`src/rtl/vga_timing_pattern_gen_if.sv`:
```
// Pixel-side bundle of the VGA timing/pattern generator: mode controls in,
// sync, enable, coordinates, colour and frame marker out.
interface vga_timing_pattern_gen_if #(
    parameter int CW = 1,
    parameter int XW = 11,
    parameter int YW = 10
);
    logic          mode_step;
    logic          gray_force;
    logic          hsync;
    logic          vsync;
    logic          de;
    logic [XW-1:0] x;
    logic [YW-1:0] y;
    logic [CW-1:0] red;
    logic [CW-1:0] green;
    logic [CW-1:0] blue;
    logic [1:0]    mode;
    logic          frame_start;

    modport master (
        input  mode_step, gray_force,
        output hsync, vsync, de, x, y, red, green, blue, mode, frame_start
    );

    modport slave (
        output mode_step, gray_force,
        input  hsync, vsync, de, x, y, red, green, blue, mode, frame_start
    );
endinterface

```
`src/rtl/vga_timing_pattern_gen.sv`:
```
// VGA raster timing with a built-in test pattern (bars, single-channel ramps,
// checkerboard, gray override). Outputs trail the h/v counters by one pixel.
module vga_timing_pattern_gen #(
    parameter int H_ACTIVE  = 800,
    parameter int H_FP      = 56,
    parameter int H_SYNC    = 120,
    parameter int H_BP      = 64,
    parameter int V_ACTIVE  = 600,
    parameter int V_FP      = 37,
    parameter int V_SYNC    = 6,
    parameter int V_BP      = 23,
    parameter bit HSYNC_POL = 1'b1,
    parameter bit VSYNC_POL = 1'b1,
    parameter int PIX_DIV   = 1,
    parameter int CW        = 1,
    parameter int XW        = 11,
    parameter int YW        = 10
) (
    input  logic clk,
    input  logic rst,
    vga_timing_pattern_gen_if.master bus
);
    localparam int H_TOTAL = H_ACTIVE + H_FP + H_SYNC + H_BP;
    localparam int V_TOTAL = V_ACTIVE + V_FP + V_SYNC + V_BP;
    localparam int HW      = $clog2(H_TOTAL + 1);
    localparam int VW      = $clog2(V_TOTAL + 1);
    localparam int DW      = (PIX_DIV > 1) ? $clog2(PIX_DIV) : 1;
    localparam logic [CW-1:0] FULL = {CW{1'b1}};

    logic [DW-1:0] r_div;
    logic [HW-1:0] r_h;
    logic [VW-1:0] r_v;
    logic [1:0]    r_pend;
    logic [1:0]    r_mode;
    logic          r_hsync, r_vsync, r_de, r_fs;
    logic [XW-1:0] r_x;
    logic [YW-1:0] r_y;
    logic [CW-1:0] r_red, r_grn, r_blu;

    logic          w_ce, w_h_last, w_v_last, w_origin, w_de, w_hs_act, w_vs_act;
    logic [XW-1:0] w_x;
    logic [YW-1:0] w_y;
    logic [2:0]    w_bar;
    logic [1:0]    w_mode_nx;
    logic [CW-1:0] w_red, w_grn, w_blu;

    // Pixel enable fires on the first clk after reset, so pixel (0,0) comes out immediately.
    always_ff @(posedge clk) begin
        if (rst || r_div == DW'(PIX_DIV - 1)) r_div <= '0;
        else                                  r_div <= r_div + 1'b1;
    end
    assign w_ce = (r_div == '0);

    assign w_h_last = (r_h == HW'(H_TOTAL - 1));
    assign w_v_last = (r_v == VW'(V_TOTAL - 1));
    assign w_origin = (r_h == '0) && (r_v == '0);

    always_ff @(posedge clk) begin
        if (rst) begin
            r_h <= '0;
            r_v <= '0;
        end else if (w_ce) begin
            r_h <= w_h_last ? '0 : r_h + 1'b1;
            if (w_h_last) r_v <= w_v_last ? '0 : r_v + 1'b1;
        end
    end

    always_ff @(posedge clk) begin
        if (rst)                r_pend <= 2'd0;
        else if (bus.mode_step) r_pend <= r_pend + 2'd1;
    end

    assign w_de      = (r_h < HW'(H_ACTIVE)) && (r_v < VW'(V_ACTIVE));
    assign w_hs_act  = (r_h >= HW'(H_ACTIVE + H_FP)) && (r_h < HW'(H_ACTIVE + H_FP + H_SYNC));
    assign w_vs_act  = (r_v >= VW'(V_ACTIVE + V_FP)) && (r_v < VW'(V_ACTIVE + V_FP + V_SYNC));
    assign w_x       = w_de ? XW'(r_h) : '0;
    assign w_y       = w_de ? YW'(r_v) : '0;
    assign w_bar     = 3'((32'(w_x) * 32'd8) / 32'(H_ACTIVE));
    // The new frame's mode already applies to the colour of pixel (0,0).
    assign w_mode_nx = w_origin ? r_pend : r_mode;

    always_comb begin
        w_red = '0;
        w_grn = '0;
        w_blu = '0;
        if (w_de) begin
            if (bus.gray_force) begin
                if (w_bar != 3'd0) begin
                    w_red = FULL;
                    w_grn = FULL;
                    w_blu = FULL;
                end
            end else begin
                case (w_mode_nx)
                    2'd0: begin
                        w_red = {CW{w_bar[2]}};
                        w_grn = {CW{w_bar[1]}};
                        w_blu = {CW{w_bar[0]}};
                    end
                    2'd1:    if (w_bar != 3'd0) w_red = FULL;
                    2'd2:    if (w_bar != 3'd0) w_grn = FULL;
                    default: if (w_x[5] ^ w_y[5]) begin
                        w_red = FULL;
                        w_grn = FULL;
                        w_blu = FULL;
                    end
                endcase
            end
        end
    end

    always_ff @(posedge clk) begin
        if (rst) begin
            r_hsync <= ~HSYNC_POL;
            r_vsync <= ~VSYNC_POL;
            r_de    <= 1'b0;
            r_x     <= '0;
            r_y     <= '0;
            r_red   <= '0;
            r_grn   <= '0;
            r_blu   <= '0;
            r_mode  <= 2'd0;
        end else if (w_ce) begin
            r_hsync <= w_hs_act ? HSYNC_POL : ~HSYNC_POL;
            r_vsync <= w_vs_act ? VSYNC_POL : ~VSYNC_POL;
            r_de    <= w_de;
            r_x     <= w_x;
            r_y     <= w_y;
            r_red   <= w_red;
            r_grn   <= w_grn;
            r_blu   <= w_blu;
            r_mode  <= w_mode_nx;
        end
    end

    // One clk wide even when a pixel spans several clks.
    always_ff @(posedge clk) begin
        if (rst) r_fs <= 1'b0;
        else     r_fs <= w_ce && w_origin;
    end

    assign bus.hsync       = r_hsync;
    assign bus.vsync       = r_vsync;
    assign bus.de          = r_de;
    assign bus.x           = r_x;
    assign bus.y           = r_y;
    assign bus.red         = r_red;
    assign bus.green       = r_grn;
    assign bus.blue        = r_blu;
    assign bus.mode        = r_mode;
    assign bus.frame_start = r_fs;
endmodule

```
`src/flat_wrapper.sv`:
```
// flat-port wrapper written by rule: the top's interface ports become plain ports
module vga_timing_pattern_gen_flat 
#(
    parameter int H_ACTIVE  = 800,
    parameter int H_FP      = 56,
    parameter int H_SYNC    = 120,
    parameter int H_BP      = 64,
    parameter int V_ACTIVE  = 600,
    parameter int V_FP      = 37,
    parameter int V_SYNC    = 6,
    parameter int V_BP      = 23,
    parameter bit HSYNC_POL = 1'b1,
    parameter bit VSYNC_POL = 1'b1,
    parameter int PIX_DIV   = 1,
    parameter int CW        = 1,
    parameter int XW        = 11,
    parameter int YW        = 10
)
  (clk, rst, bus_mode_step, bus_gray_force, bus_hsync, bus_vsync, bus_de, bus_x, bus_y, bus_red, bus_green, bus_blue, bus_mode, bus_frame_start);
  vga_timing_pattern_gen_if #(.CW(CW), .XW(XW), .YW(YW)) bus_i ();
  input  logic clk;
  input  logic rst;
  input wire logic [$bits(bus_i.mode_step)-1:0] bus_mode_step;
  input wire logic [$bits(bus_i.gray_force)-1:0] bus_gray_force;
  output wire logic [$bits(bus_i.hsync)-1:0] bus_hsync;
  output wire logic [$bits(bus_i.vsync)-1:0] bus_vsync;
  output wire logic [$bits(bus_i.de)-1:0] bus_de;
  output wire logic [$bits(bus_i.x)-1:0] bus_x;
  output wire logic [$bits(bus_i.y)-1:0] bus_y;
  output wire logic [$bits(bus_i.red)-1:0] bus_red;
  output wire logic [$bits(bus_i.green)-1:0] bus_green;
  output wire logic [$bits(bus_i.blue)-1:0] bus_blue;
  output wire logic [$bits(bus_i.mode)-1:0] bus_mode;
  output wire logic [$bits(bus_i.frame_start)-1:0] bus_frame_start;
  assign bus_i.mode_step = bus_mode_step;
  assign bus_i.gray_force = bus_gray_force;
  assign bus_hsync = bus_i.hsync;
  assign bus_vsync = bus_i.vsync;
  assign bus_de = bus_i.de;
  assign bus_x = bus_i.x;
  assign bus_y = bus_i.y;
  assign bus_red = bus_i.red;
  assign bus_green = bus_i.green;
  assign bus_blue = bus_i.blue;
  assign bus_mode = bus_i.mode;
  assign bus_frame_start = bus_i.frame_start;
  vga_timing_pattern_gen #(.H_ACTIVE(H_ACTIVE), .H_FP(H_FP), .H_SYNC(H_SYNC), .H_BP(H_BP), .V_ACTIVE(V_ACTIVE), .V_FP(V_FP), .V_SYNC(V_SYNC), .V_BP(V_BP), .HSYNC_POL(HSYNC_POL), .VSYNC_POL(VSYNC_POL), .PIX_DIV(PIX_DIV), .CW(CW), .XW(XW), .YW(YW)) u_core (.clk(clk), .rst(rst), .bus(bus_i));
endmodule
```
`config.mk`:
```
export PLATFORM = sky130hd
export DESIGN_NAME = vga_timing_pattern_gen_flat
export DESIGN_NICKNAME = d
export VERILOG_FILES = /design/src/rtl/vga_timing_pattern_gen_if.sv /design/src/rtl/vga_timing_pattern_gen.sv /design/src/flat_wrapper.sv
export SDC_FILE = /design/constraint.sdc
export NUM_CORES = 1
export LEC_CHECK = 0
export ABC_AREA = 1
export ABC_CLOCK_PERIOD_IN_PS = 2300
export BUFFER_PORTS_ARGS = -buffer_cell sky130_fd_sc_hd__buf_2
export CORE_ASPECT_RATIO = 1.75
export CORE_MARGIN = 2
export CORE_UTILIZATION = 40
export CTS_BUF_LIST = sky130_fd_sc_hd__clkbuf_16
export DETAILED_ROUTE_END_ITERATION = 6
export PLACE_DENSITY = 0.64
export SYNTH_ARGS = -nofsm -noshare
export SYNTH_HDL_FRONTEND = slang
export SYNTH_SLANG_ARGS = --single-unit
```
`constraint.sdc`:
```
create_clock -name clk -period 2.3 [get_ports clk]
set_input_delay 0.345 -clock clk [delete_from_list [all_inputs] [get_ports clk]]
set_output_delay 0.345 -clock clk [all_outputs]
set_load 0.1 [all_outputs]
```
==> results by group <==
Outcome
  • Outcome: complete, but fails checks
  • Violated checks: setup timing

Routing
  • Drt wl/cell: 13.5 um
  • Antenna-violating nets left: 0
  • Total routed wirelength: 7530 um
  • Drt first-iter violations: 132
  • Drt drc: 0
  • Vias per cell: 5.06
  • First drt pass iteration count: 4
  • Vias: between 2,000 and 3,000

Min path
  • End of the worst hold path: u_core.r_pend[0]$_SDFFE_PP0P_
  • Hold Crit Start: bus_mode_step
  • Type of the worst min-delay path: primary input to flip-flop
  • Hold path depth: 2

Synth
  • Ys Warns: 0
  • Mapped Area: 2750 um^2
  • Library cells used by synthesis: 41
  • Asr flop ratio synth: 0%
  • EDFF count, synth: 0
  • Syn_nets: just under 400
  • Mapped Cells: 384
  • Yosys reg bits: 54
  • Post-Syn Area per Cell: slightly above 7 um^2
  • Ys flop type: dfxtp_1
  • Sequential area share after synthesis: between 30% and 40%

Layout
  • Non-filler instance count after layout: 556
  • Area growth syn-to-layout: 34.3%
  • Commonest non-fill, non-tap cell in the layout: nand2_1
  • Layout Nets: just under 500
  • Share of cells above drive strength 1: between 30% and 40%
  • ANT cells: 0
  • Commonest non-fill, non-tap cells in the layout: 85 x nand2_1, 51 x buf_4, 47 x dfxtp_1

Floorplan
  • Die W: ~67 um
  • Ports: 34
  • Core area: 6760 um^2
  • Die area: roughly 7600 um^2
  • Die height: 114 um
  • Starting Density: 40.6%
  • Row count: 40

Timing
  • Worst Tran Pin Value: 0.503 ns
  • Hold Vio Cnt, Final: 0
  • Final setup vio count: 3
  • Slew HR: 66.4%
  • Hold_ws: 0.242 ns
  • Final Critical Period: approximately 2.3 ns
  • Skew final: between 0.007 and 0.008 ns
  • Setup slack after layout: -0.0280 ns
  • RSZ-0062 raised after global routing: true
  • Crit share post-route: 101%
  • Max frequency: 430 MHz
  • Final Max Tran Viols: 0

Place
  • RD Place Congestion: 0.891
  • PortBufs: 33
  • Detailed placer's ending HPWL: 5570 um
  • Placed Cells: 541

Power and ir drop
  • Sequential power share: 48.3%
  • P per Cell Area: around 540 nW/um^2
  • Net Sw Frac: 24.6%
  • VDD IR max: approximately 0.41 mV
  • Leakage: 1.70 nW
  • Logic pwr share: under 10%
  • Clock Power Share: 44.1%
  • Power Internal: around 1.5 mW
  • Switching power total: 0.488 mW
  • Total power: 1.98 mW

Clocking
  • Clock Tree Buf Depth: 2
  • H-tree Lvls: 2
  • CTS Sinks: 54
  • Worst-Skew Late Latency: 0.30 ns
  • CTS tree: done
  • Root Driver: clkbuf_16
  • Worst-path clk slew: roughly 0.07 ns
  • Inserted Clock Buffers: 5
  • Post-CTS Hold Buffers: 0

Setup path
  • R2R cell count: 21
  • WP data arrival: 2.53 ns
  • Critical path class: flip-flop to flip-flop
  • Critical Path Source Type: flip-flop
  • Register-to-register setup slack: -0.03 ns
  • RR Startpoint: u_core.r_h[10]$_SDFFE_PP0N_
  • Nature of the critical path endpoint: flip-flop
  • Worst Path Max Fanout: 7
  • RR Endpoint: u_core.bus.green$_SDFFE_PP0N_
  • CP Data Required Time: ~2.5 ns

Global route
  • Vias in the first global route: 2,695
  • Antenna violations before repair: 0
  • Largest net degree at the start of global routing: 27
  • GRT overflow: 0
  • First-pass GRT wire length: 12,000 um
  • Total track usage: approximately a fifth

Job
  • Max-cap violations: 0
[Yosys cell counts, types with 4 or more instances]
cell type	number	area share, %
ha_1	6	2.7
o21ai_0	30	5.5
nor2_2	4	0.91
dfxtp_1	54	39
nor3_1	11	2.0
nand2_4	4	1.6
nor2_1	32	4.4
inv_1	47	6.4
inv_2	6	0.82
nand4_1	13	3.0
a21oi_1	18	3.3
nor4_1	5	1.1
nand2_2	8	1.8
clkbuf_1	5	0.68
nand2_1	92	13
nand3_1	12	2.2
[registers in the layout, indices dropped and copies added, names as in the netlist]
register,flops
u_core.r_v,10
u_core.bus.red,1
u_core.bus.hsync,1
u_core.bus.vsync,1
u_core.bus.frame_start,1
u_core.r_pend,2
u_core.bus.blue,1
u_core.bus.x,11
u_core.bus.mode,2
u_core.r_h,11
u_core.r_div,1
u_core.bus.y,10
u_core.bus.green,1
u_core.bus.de,1
[worst max-delay path by stage]
| stage | slack [ns] | start | to |
|---|---|---|---|
| floorplan | 0.14 | u_core.r_h[7]$_SDFFE_PP0N_ | u_core.bus.red$_SDFFE_PP0N_ |
| global placement | -0.007 | u_core.r_h[9]$_SDFFE_PP0N_ | u_core.bus.blue$_SDFFE_PP0N_ |
| detailed placement | -0.08 | u_core.r_h[9]$_SDFFE_PP0N_ | u_core.bus.blue$_SDFFE_PP0N_ |
| CTS | 0.005 | u_core.r_h[5]$_SDFFE_PP0N_ | u_core.bus.blue$_SDFFE_PP0N_ |
| global route | -0.25 | u_core.r_h[7]$_SDFFE_PP0N_ | u_core.bus.green$_SDFFE_PP0N_ |
| finish | -0.03 | u_core.r_h[10]$_SDFFE_PP0N_ | u_core.bus.green$_SDFFE_PP0N_ |
[area by class of cell]
| type | instances | area, um^2 |
|---|---|---|
| Clock buffer | 5 | 125 |
| Clock inverter | 3 | 42.5 |
| Fill cell | 662 | 3070 |
| Inverter | 54 | 208 |
| Multi-Input combinational cell | 271 | 1560 |
| Sequential cell | 54 | 1090 |
| Tap cell | 84 | 105 |
| Timing Repair Buffer | 85 | 559 |
[logic make-up after synthesis]
logic type,count (synthesis),share of synthesized area (%)
adders and majority gates,6,2.73
and+or+nand+nor,188,32.2
buffers and inverters,59,8.06
DFF,54,39.4
AOI/OAI and AO/OA,72,16.2
muxes,1,0.364
other,1,0.137
xor gates and xnor gates,3,0.957
[through the flow]
stage	cell area [um^2]	setup slack, ns	util [%]	TNS, ns
2_1_floorplan	2750	0.145	-	0
6_report	3690	-0.0280	54.6	-0.0429
3_3_place_gp	3340	-0.00662	49.4	-0.00662
5_1_grt	3690	-0.247	54.6	-0.839
3_5_place_dp	3340	-0.0827	49.4	-0.204
4_1_cts	3540	0.00544	52.4	0
[metal layers]
| metal | wire [um] | global-route usage (%) |
|---|---|---|
| met5 | 0 | 0 |
| met4 | 273 | 11.0 |
| met3 | 210 | 2.56 |
| met2 | 4080 | 37.1 |
| met1 | 2960 | 21.6 |
[power by group through the flow]
stage / Clock, mW / Combinational [mW] / Sequential [mW]
floorplan: 0 / 0.0560 / 1.04
global placement: 0 / 0.147 / 0.980
detailed placement: 0 / 0.148 / 0.980
CTS: 0.896 / 0.149 / 0.958
global route: 0.923 / 0.163 / 0.959
finish: 0.875 / 0.149 / 0.957
[worst max-delay path, stage by stage (launching register included)]
cell and delay [ns]:
dfxtp_2 0.35, o21bai_4 0.20, inv_2 0.06, nand2_2 0.05, nor2_4 0.22, o21ai_4 0.11
nor2_2 0.13, o21ai_2 0.09, nand2_2 0.10, nand2_4 0.07, inv_2 0.07, o21ai_1 0.08
nand2_1 0.06, nand2_1 0.06, nand3_2 0.07, nand4_1 0.14, nand2_1 0.11, nand2_1 0.05
nand2_1 0.06, nand2_1 0.06, nand2_1 0.05, nand2_1 0.04
[repair_timing]
item,4_1_cts,5_1_grt
buffers inserted,2,6
pin swaps,1,20
gates resized for setup,6,35
endpoints found under the setup margin,3,5
(Power assumes the default switching activity.)
